**config.mk**
```make
export PLATFORM = sky130hd
export DESIGN_NAME = id_ex_stage
export DESIGN_NICKNAME = d
export VERILOG_FILES = /design/src/rtl/id_ex_stage_pkg.sv /design/src/rtl/id_ex_stage_imm_gen.sv /design/src/rtl/id_ex_stage.sv
export SDC_FILE = /design/constraint.sdc
export NUM_CORES = 1
export LEC_CHECK = 0
export CORE_UTILIZATION = 35
export DETAILED_ROUTE_END_ITERATION = 6
export GPL_ROUTABILITY_DRIVEN = 1
export PLACE_DENSITY = 0.8
export REMOVE_ABC_BUFFERS = 1
export SYNTH_ARGS = -nofsm -noshare
export SYNTH_HDL_FRONTEND = slang
export SYNTH_SLANG_ARGS = --single-unit
```
**constraint.sdc**
```tcl
create_clock -name clk -period 8.33 [get_ports clk]
set_clock_uncertainty 0.05 [all_clocks]
set_input_delay 1.666 -clock clk [delete_from_list [all_inputs] [get_ports clk]]
set_output_delay 1.666 -clock clk [all_outputs]
set_load 0.02 [all_outputs]
```
**src/rtl/id_ex_stage_pkg.sv**
```systemverilog
// Shared decode types for the ID/EX pipeline stage:
// ALU op codes, RV32I major opcodes and instruction formats.
package id_ex_stage_pkg;

  typedef enum logic [3:0] {
    ALU_ADD  = 4'd0,
    ALU_SUB  = 4'd1,
    ALU_AND  = 4'd2,
    ALU_OR   = 4'd3,
    ALU_XOR  = 4'd4,
    ALU_SLL  = 4'd5,
    ALU_SRL  = 4'd6,
    ALU_SRA  = 4'd7,
    ALU_SLT  = 4'd8,
    ALU_SLTU = 4'd9
  } alu_op_t;

  typedef enum logic [2:0] {
    T_R, T_I, T_S, T_B, T_U, T_J, T_BAD
  } itype_t;

  typedef enum logic {EMPTY, FULL} state_t;

  localparam logic [6:0] OP_LUI    = 7'b0110111;
  localparam logic [6:0] OP_AUIPC  = 7'b0010111;
  localparam logic [6:0] OP_JAL    = 7'b1101111;
  localparam logic [6:0] OP_JALR   = 7'b1100111;
  localparam logic [6:0] OP_BRANCH = 7'b1100011;
  localparam logic [6:0] OP_LOAD   = 7'b0000011;
  localparam logic [6:0] OP_STORE  = 7'b0100011;
  localparam logic [6:0] OP_IMM    = 7'b0010011;
  localparam logic [6:0] OP_REG    = 7'b0110011;

  function automatic itype_t itype_of(logic [6:0] op);
    itype_t t;
    case (op)
      OP_REG:                     t = T_R;
      OP_IMM, OP_LOAD, OP_JALR:   t = T_I;
      OP_STORE:                   t = T_S;
      OP_BRANCH:                  t = T_B;
      OP_LUI, OP_AUIPC:           t = T_U;
      OP_JAL:                     t = T_J;
      default:                    t = T_BAD;
    endcase
    return t;
  endfunction

  // alt selects SUB for funct3=000 and SRA for funct3=101
  function automatic alu_op_t alu_of(logic [2:0] f3, logic alt);
    alu_op_t r;
    case (f3)
      3'b000:  r = alt ? ALU_SUB : ALU_ADD;
      3'b001:  r = ALU_SLL;
      3'b010:  r = ALU_SLT;
      3'b011:  r = ALU_SLTU;
      3'b100:  r = ALU_XOR;
      3'b101:  r = alt ? ALU_SRA : ALU_SRL;
      3'b110:  r = ALU_OR;
      default: r = ALU_AND;
    endcase
    return r;
  endfunction

endpackage

```
**src/rtl/id_ex_stage_imm_gen.sv**
```systemverilog
// Immediate generator: sign-extends the RV32I immediate of
// each instruction format to the datapath width.
module imm_gen
  import id_ex_stage_pkg::*;
#(
  parameter int DATA_WIDTH = 32
) (
  input  logic [31:0]           instr,
  output logic [DATA_WIDTH-1:0] imm
);

  logic [31:0] raw;

  always_comb begin
    raw = '0;
    case (itype_of(instr[6:0]))
      T_I: raw = {{20{instr[31]}}, instr[31:20]};
      T_S: raw = {{20{instr[31]}}, instr[31:25],
                  instr[11:7]};
      T_B: raw = {{19{instr[31]}}, instr[31], instr[7],
                  instr[30:25], instr[11:8], 1'b0};
      T_U: raw = {instr[31:12], 12'b0};
      T_J: raw = {{11{instr[31]}}, instr[31],
                  instr[19:12], instr[20],
                  instr[30:21], 1'b0};
      default: raw = '0;
    endcase
  end

  assign imm = DATA_WIDTH'($signed(raw));

endmodule

```
**src/rtl/id_ex_stage.sv**
```systemverilog
// ID/EX pipeline register: decodes an RV32I word and holds
// the ALU operands in a one-entry valid/ready buffer.
module id_ex_stage
  import id_ex_stage_pkg::*;
#(
  parameter int DATA_WIDTH    = 32,
  parameter int OPCODE_LENGTH = 4
) (
  input  logic                     clk,
  input  logic                     reset,
  input  logic                     in_valid,
  output logic                     in_ready,
  input  logic [31:0]              instr,
  input  logic [DATA_WIDTH-1:0]    pc,
  input  logic [DATA_WIDTH-1:0]    rs1_data,
  input  logic [DATA_WIDTH-1:0]    rs2_data,
  input  logic                     flush,
  output logic                     out_valid,
  input  logic                     out_ready,
  output logic [DATA_WIDTH-1:0]    SrcA,
  output logic [DATA_WIDTH-1:0]    SrcB,
  output logic [DATA_WIDTH-1:0]    Immediate,
  output logic [DATA_WIDTH-1:0]    pc_q,
  output logic [OPCODE_LENGTH-1:0] ALUCtl,
  output logic [4:0]               rd_addr,
  output logic                     reg_write,
  output logic                     alu_src,
  output logic                     illegal
);

  state_t state, state_nx;
  logic   capture;

  logic [6:0] opcode;
  logic [4:0] rd;
  itype_t     ityp;
  alu_op_t    alu;
  logic       rw_d, as_d, ill_d;
  logic [DATA_WIDTH-1:0] srca_d, imm;

  assign opcode = instr[6:0];
  assign rd     = instr[11:7];

  imm_gen #(.DATA_WIDTH(DATA_WIDTH)) u_imm (
    .instr (instr),
    .imm   (imm)
  );

  always_comb begin
    ityp  = itype_of(opcode);
    ill_d = (ityp == T_BAD);
    as_d  = ityp inside {T_I, T_S, T_U, T_J};
    rw_d  = (ityp inside {T_R, T_I, T_U, T_J})
            && (rd != 5'd0);
    alu   = ALU_ADD;
    if (opcode == OP_REG)
      alu = alu_of(instr[14:12], instr[30]);
    else if (opcode == OP_IMM)
      alu = alu_of(instr[14:12],
                   instr[30] && instr[14:12] == 3'b101);
    else if (opcode == OP_BRANCH)
      case (instr[14:13])
        2'b10:   alu = ALU_SLT;
        2'b11:   alu = ALU_SLTU;
        default: alu = ALU_SUB;
      endcase
    srca_d = rs1_data;
    unique case (1'b1)
      opcode == OP_LUI:   srca_d = '0;
      opcode == OP_AUIPC,
      opcode == OP_JAL:   srca_d = pc;
      default:            srca_d = rs1_data;
    endcase
  end

  always_ff @(posedge clk or posedge reset)
    if (reset) state <= EMPTY;
    else       state <= state_nx;

  always_comb begin
    in_ready = (state == EMPTY) || out_ready;
    capture  = in_valid && in_ready && !flush;
    state_nx = state;
    if (flush)          state_nx = EMPTY;
    else if (capture)   state_nx = FULL;
    else if (out_ready) state_nx = EMPTY;
  end

  assign out_valid = (state == FULL);

  always_ff @(posedge clk or posedge reset)
    if (reset) begin
      SrcA      <= '0;
      SrcB      <= '0;
      Immediate <= '0;
      pc_q      <= '0;
      ALUCtl    <= '0;
      rd_addr   <= '0;
      reg_write <= 1'b0;
      alu_src   <= 1'b0;
      illegal   <= 1'b0;
    end else if (capture) begin
      SrcA      <= srca_d;
      SrcB      <= rs2_data;
      Immediate <= imm;
      pc_q      <= pc;
      ALUCtl    <= OPCODE_LENGTH'(alu);
      rd_addr   <= rd;
      reg_write <= rw_d;
      alu_src   <= as_d;
      illegal   <= ill_d;
    end else if (state_nx == EMPTY) begin
      reg_write <= 1'b0;
    end

endmodule

```
==> flow_summary.json, run 1 <==
{
  "syn_area_mm2": 0.00596,
  "fin_nets": 1013,
  "ant_nets": 0,
  "ys.warnings.count": 0,
  "swShare_pct": 28.0,
  "startpoint_type": "input port",
  "layout.cells.non_filler": 1111,
  "syn_inst": 619,
  "globalRouteOverflowTotal": 0,
  "final_common_cell": "clkdlybuf4s50_1",
  "maxCapViolations": 0,
  "rsz0062_at_grt": "no",
  "max_freq_ghz": 0.193,
  "worstPathRequired_ns": 8.63,
  "p_per_area_mw_per_mm2": 214,
  "detail_route.wl_per_cell_um": 16.1,
  "slew_headroom_pct": 24.0,
  "die_y_um": 133,
  "synth_edf_count": 0,
  "slew_viol_final": 0,
  "post_cts_buffers": 0,
  "dr.pass1.iters": 6,
  "synth.avg_cell_area_um2": 9.64,
  "cts_hold_buf": 0,
  "drive_above_1_share_pct": 7.18,
  "final_util_pct": 57.3,
  "p_sw_w": 0.000569,
  "num_antenna_cells": 0,
  "setup_viol": 0,
  "ys_seq_area_share_pct": 59.2,
  "ios": 275,
  "layout_min_cycle_time_ns": 5.17,
  "hpwl_um": 12400,
  "clock_sinks": 141,
  "syn_to_final_growth_pct": 59.2,
  "numCtsBuffers": 17,
  "p_seq_share_pct": 39.3,
  "ir_worst_vdd_uv": 130,
  "cts_tree": "built",
  "finalHoldViolations": 0,
  "cts-root-buf": "clkbuf_16",
  "grt_max_degree": 104,
  "ys_seq_elements": 141,
  "num_rows": 47,
  "clk_latency_ns": 0.41,
  "wirelength_um": 17900,
  "fin_crit_sh_pct": 62.1,
  "cts_buffer_depth": 2,
  "layout_common_cells": "274 x clkdlybuf4s50_1, 220 x nand2_1, 141 x dfrtp_1, 79 x nor2_1, 32 x a221oi_1",
  "worst_slack_ns": 3.16,
  "tightest_slew_ns": 1.14,
  "die-area_mm2": 0.0176,
  "die_w_um": 133,
  "clk_pin_slew_ns": 0.06,
  "n_fill_cell": 1431,
  "port_buffers": 274,
  "synth_flop_cell": "dfrtp_1",
  "ys_async_sr_fraction_pct": 100,
  "hold_class": "reg2reg",
  "drc_errors": 0,
  "p_leak_nw": 4.24,
  "drt-initial-drc-count": 254,
  "dp_cells": 1079,
  "critPathKind": "in2reg",
  "ctsHtreeMaxLevel": 4,
  "pwr-share-clk_pct": 38.3,
  "antenna_found_initial": 0,
  "crit_path_end_kind": "register",
  "grt_pass1_wl_um": 28400,
  "grt_pass1_vias": 5430,
  "crit_fanout": 36,
  "worstPathArrival_ns": 5.47,
  "place_ws_ns": 2.78,
  "status": "finished, final reports clean",
  "routabilityCongestion": 0.853,
  "grtUsageTotal_pct": 20.6,
  "via_per_inst": 4.98,
  "vias": 5536,
  "cts_resized": 0,
  "core_mm2": 0.0166,
  "finalSetupTns_ns": 0,
  "pwr-share-comb_pct": 22.4,
  "start_util_pct": 36.0,
  "ys_types": 49,
  "intPower_w": 0.00146
}
layer usage:
metal  up-vias  GRT usage (%)  part of all wire, %
met3        27           4.87                  6.3
met2       202           34.1                   48
met1      2681           26.0                   43
met5         -              0                    0
met4         0           8.24                  2.6
li1       2626              -                    -
cell usage after synthesis (all sizes together), types with 3 or more instances:
master,number,area share [%]
nand2,220,14
dfrtp,141,59
nor2,79,5.0
a221oi,32,4.7
clkbuf,27,1.7
a221o,19,3.4
buf,11,0.86
o21ai,11,0.92
inv,9,0.57
a22o,8,1.2
a31o,5,0.88
nand2b,5,0.52
a32o,4,0.67
nand3b,4,0.57
nor3,4,0.52
a21oi,3,0.25
nor2b,3,0.31
o31ai,3,0.38
or3,3,0.40
through the flow:
stage	hold slack, ns	instance area (µm²)	total power (W)
2_1_floorplan	0.539	5810	0.00101
3_3_place_gp	0.406	8890	0.00126
3_5_place_dp	0.411	8890	0.00127
4_1_cts	0.425	9500	0.00205
5_1_grt	0.445	9500	0.00211
6_report	0.422	9500	0.00203
final timing paths:
path	from	endpoint	slack [ns]	cells past startpoint
max in group asynchronous	reset	SrcA[25]$_DFFE_PP0P_	5.28	3
min	rd_addr[2]$_DFFE_PP0P_	rd_addr[2]$_DFFE_PP0P_	0.42	2
max	instr[6]	Immediate[27]$_DFFE_PP0P_	3.16	9
min in group asynchronous	reset	SrcB[23]$_DFFE_PP0P_	1.70	2
min reg2reg	rd_addr[2]$_DFFE_PP0P_	rd_addr[2]$_DFFE_PP0P_	0.42	2
max reg2reg	out_valid$_DFF_PP0_	Immediate[31]$_DFFE_PP0P_	5.02	8
cell families (layout without fill, tap and decap cells):
logic type      after synthesis  in the layout  share of synthesized area, %
fa+ha+maj                     2              2                         0.419
compound gates              100            100                          14.8
mux                           1              1                         0.168
buf+inv                      47            319                          3.13
simple gates                328            328                          22.4
flops                       141            141                          59.2
sequential cells by signal, indices dropped and copies added, names as in the netlist:
| register | cells |
|---|---|
| pc_q | 32 |
| alu_src | 1 |
| ALUCtl | 4 |
| reg_write | 1 |
| out_valid | 1 |
| SrcA | 32 |
| SrcB | 32 |
| Immediate | 32 |
| illegal | 1 |
| rd_addr | 5 |
final cells by class:
class | instances | area [µm²] | share of cell area, %
Inverter | 9 | 38.8 | 0.408
Tap cell | 220 | 275 | 2.90
Sequential cell | 141 | 3530 | 37.2
Multi-Input combinational cell | 431 | 2270 | 24.0
Timing Repair Buffer | 278 | 2770 | 29.2
Clock inverter | 13 | 164 | 1.73
Clock buffer | 19 | 443 | 4.66
power by group through the flow:
stage	Sequential [W]	Clock, W	Combinational (W)
finish	0.000798	0.000777	0.000455
global route	0.000809	0.000818	0.000487
CTS	0.000799	0.000792	0.000460
detailed placement	0.000811	0	0.000459
global placement	0.000808	0	0.000452
floorplan	0.000905	0	0.000106
worst max-delay path, cell delays in order:
cell and delay, ns:
clkdlybuf4s50_1 0.53, nand2b_1 0.30, o21ai_0 0.33, nand2b_2 0.58, ha_1 0.53, inv_1 0.11, nand3_1 0.10, a2111oi_2 1.01
a221o_2 0.31
Note: power is estimated with default switching activity, not from simulation.
==> inputs of run 2 (changes only) <==
PLACE_DENSITY = 0.82   (was 0.8)
clock period = 4.6 ns   (was 8.33 ns; I/O delays follow)
==> flow_summary.json, run 2 (same netlist as run 1, synthesis figures left out) <==
{
  "worstPathArrival_ns": 3.89,
  "globalRouteOverflowTotal": 0,
  "die-area_mm2": 0.0176,
  "num_rows": 47,
  "clk_pin_slew_ns": 0.06,
  "tightest_slew_ns": 0.811,
  "startpoint_type": "input port",
  "p_leak_nw": 4.30,
  "syn_to_final_growth_pct": 61.3,
  "cts-root-buf": "clkbuf_16",
  "drc_errors": 0,
  "routabilityCongestion": 0.856,
  "die_w_um": 133,
  "ant_nets": 0,
  "top_usage_layer": "met2",
  "cts_tree": "built",
  "port_buffers": 274,
  "grt_max_degree": 88,
  "grt_pass1_vias": 5576,
  "cts_resized": 0,
  "die_y_um": 133,
  "vias": 5551,
  "final_common_cell": "clkdlybuf4s50_1",
  "maxCapViolations": 0,
  "antenna_found_initial": 0,
  "hpwl_um": 12900,
  "max_freq_ghz": 0.278,
  "crit_path_end_kind": "register",
  "dr.pass1.iters": 4,
  "slowest_delay_ns": 0.66,
  "fin_nets": 1018,
  "grtUsageTotal_pct": 21.4,
  "cts_hold_buf": 0,
  "crit_chain": "clkdlybuf4s50_1 -> nand2b_1 -> o21ai_0 -> nand2b_2 -> buf_4 -> inv_1 -> ha_1 -> a31o_4 -> a2111oi_4 -> a221o_2",
  "drt-initial-drc-count": 311,
  "cts_buffer_depth": 2,
  "wirelength_um": 18200,
  "worstPathRequired_ns": 4.90,
  "grtUsageMet2_pct": 34.8,
  "finalPower_w": 0.00385,
  "layout_min_cycle_time_ns": 3.59,
  "status": "finished, final reports clean",
  "drive_above_1_share_pct": 7.59,
  "worst_path_max_delay_cell": "a2111oi_4",
  "use_met1_pct": 26.5,
  "grt_pass1_wl_um": 29400,
  "finalSetupTns_ns": 0,
  "dp_cells": 1084,
  "slew_viol_final": 0,
  "rsz0062_at_grt": "no",
  "p_per_area_mw_per_mm2": 400,
  "critPathKind": "in2reg",
  "slew_headroom_pct": 46.0,
  "num_antenna_cells": 0,
  "numCtsBuffers": 17,
  "start_util_pct": 36.0,
  "ir_worst_vdd_uv": 253,
  "hold_class": "reg2reg",
  "via_per_inst": 4.97,
  "layout.cells.non_filler": 1116,
  "finalHoldViolations": 0,
  "crit_fanout": 15,
  "clock_sinks": 141,
  "core_mm2": 0.0166,
  "fin_crit_sh_pct": 78.1,
  "setup_viol": 0,
  "post_cts_buffers": 0,
  "layout_common_cells": "274 x clkdlybuf4s50_1, 220 x nand2_1, 141 x dfrtp_1, 79 x nor2_1, 32 x a221oi_1",
  "detail_route.wl_per_cell_um": 16.3,
  "ctsHtreeMaxLevel": 4,
  "gr-usage-met3_pct": 6.63,
  "clk_latency_ns": 0.41,
  "ios": 275
}
-- run 2: stage by stage --
step                area (µm²)  util (%)  setup WS (ns)  hold WS (ns)
floorplan                 5810         -          -2.70         0.539
global placement          8950      54.0          0.642         0.406
detailed placement        8950      54.0          0.585         0.411
CTS                       9620      58.0           1.04         0.426
global route              9620      58.0          0.791         0.446
finish                    9620      58.0           1.01         0.421
-- run 2: area by class of cell --
cell class | instances | area (µm²)
Clock buffer | 19 | 433
Clock inverter | 13 | 236
Fill cell | 1423 | 6960
Inverter | 9 | 38.8
Multi-Input combinational cell | 431 | 2270
Sequential cell | 141 | 3530
Tap cell | 220 | 275
Timing Repair Buffer | 283 | 2840
-- run 2: power breakdown --
part	leakage, nW	internal [W]	total [W]	switching (W)
clock network	0.322	0.00102	0.00157	0.000549
logic	2.22	0.000404	0.000826	0.000422
registers	1.76	0.00138	0.00145	0.0000721
total	4.30	0.00280	0.00385	0.00104
-- run 2: routing by layer --
metal  vias up  share of wire, %
li1       2641                 -
met1      2662                41
met2       225                48
met3        23               8.1
met4         0               2.3
met5         -                 0
-- run 2: worst paths after layout --
kind	from	end	slack, ns	cells after the start
worst max-delay path	instr[6]	Immediate[21]$_DFFE_PP0P_	1.01	10
worst min-delay path	rd_addr[2]$_DFFE_PP0P_	rd_addr[2]$_DFFE_PP0P_	0.42	2
worst max register to register	out_valid$_DFF_PP0_	Immediate[21]$_DFFE_PP0P_	2.07	6
worst min register to register	rd_addr[2]$_DFFE_PP0P_	rd_addr[2]$_DFFE_PP0P_	0.42	2
max in group asynchronous	reset	pc_q[20]$_DFFE_PP0P_	2.66	3
min in group asynchronous	reset	SrcB[21]$_DFFE_PP0P_	1.01	2
-- run 2: critical path: cells and delay by family --
| family | cells | cell delay (ns) |
|---|---|---|
| AOI/OAI and AO/OA | 4 | 1.34 |
| and+or+nand+nor | 2 | 0.37 |
| buffers and inverters | 3 | 0.91 |
| adders and majority gates | 1 | 0.36 |
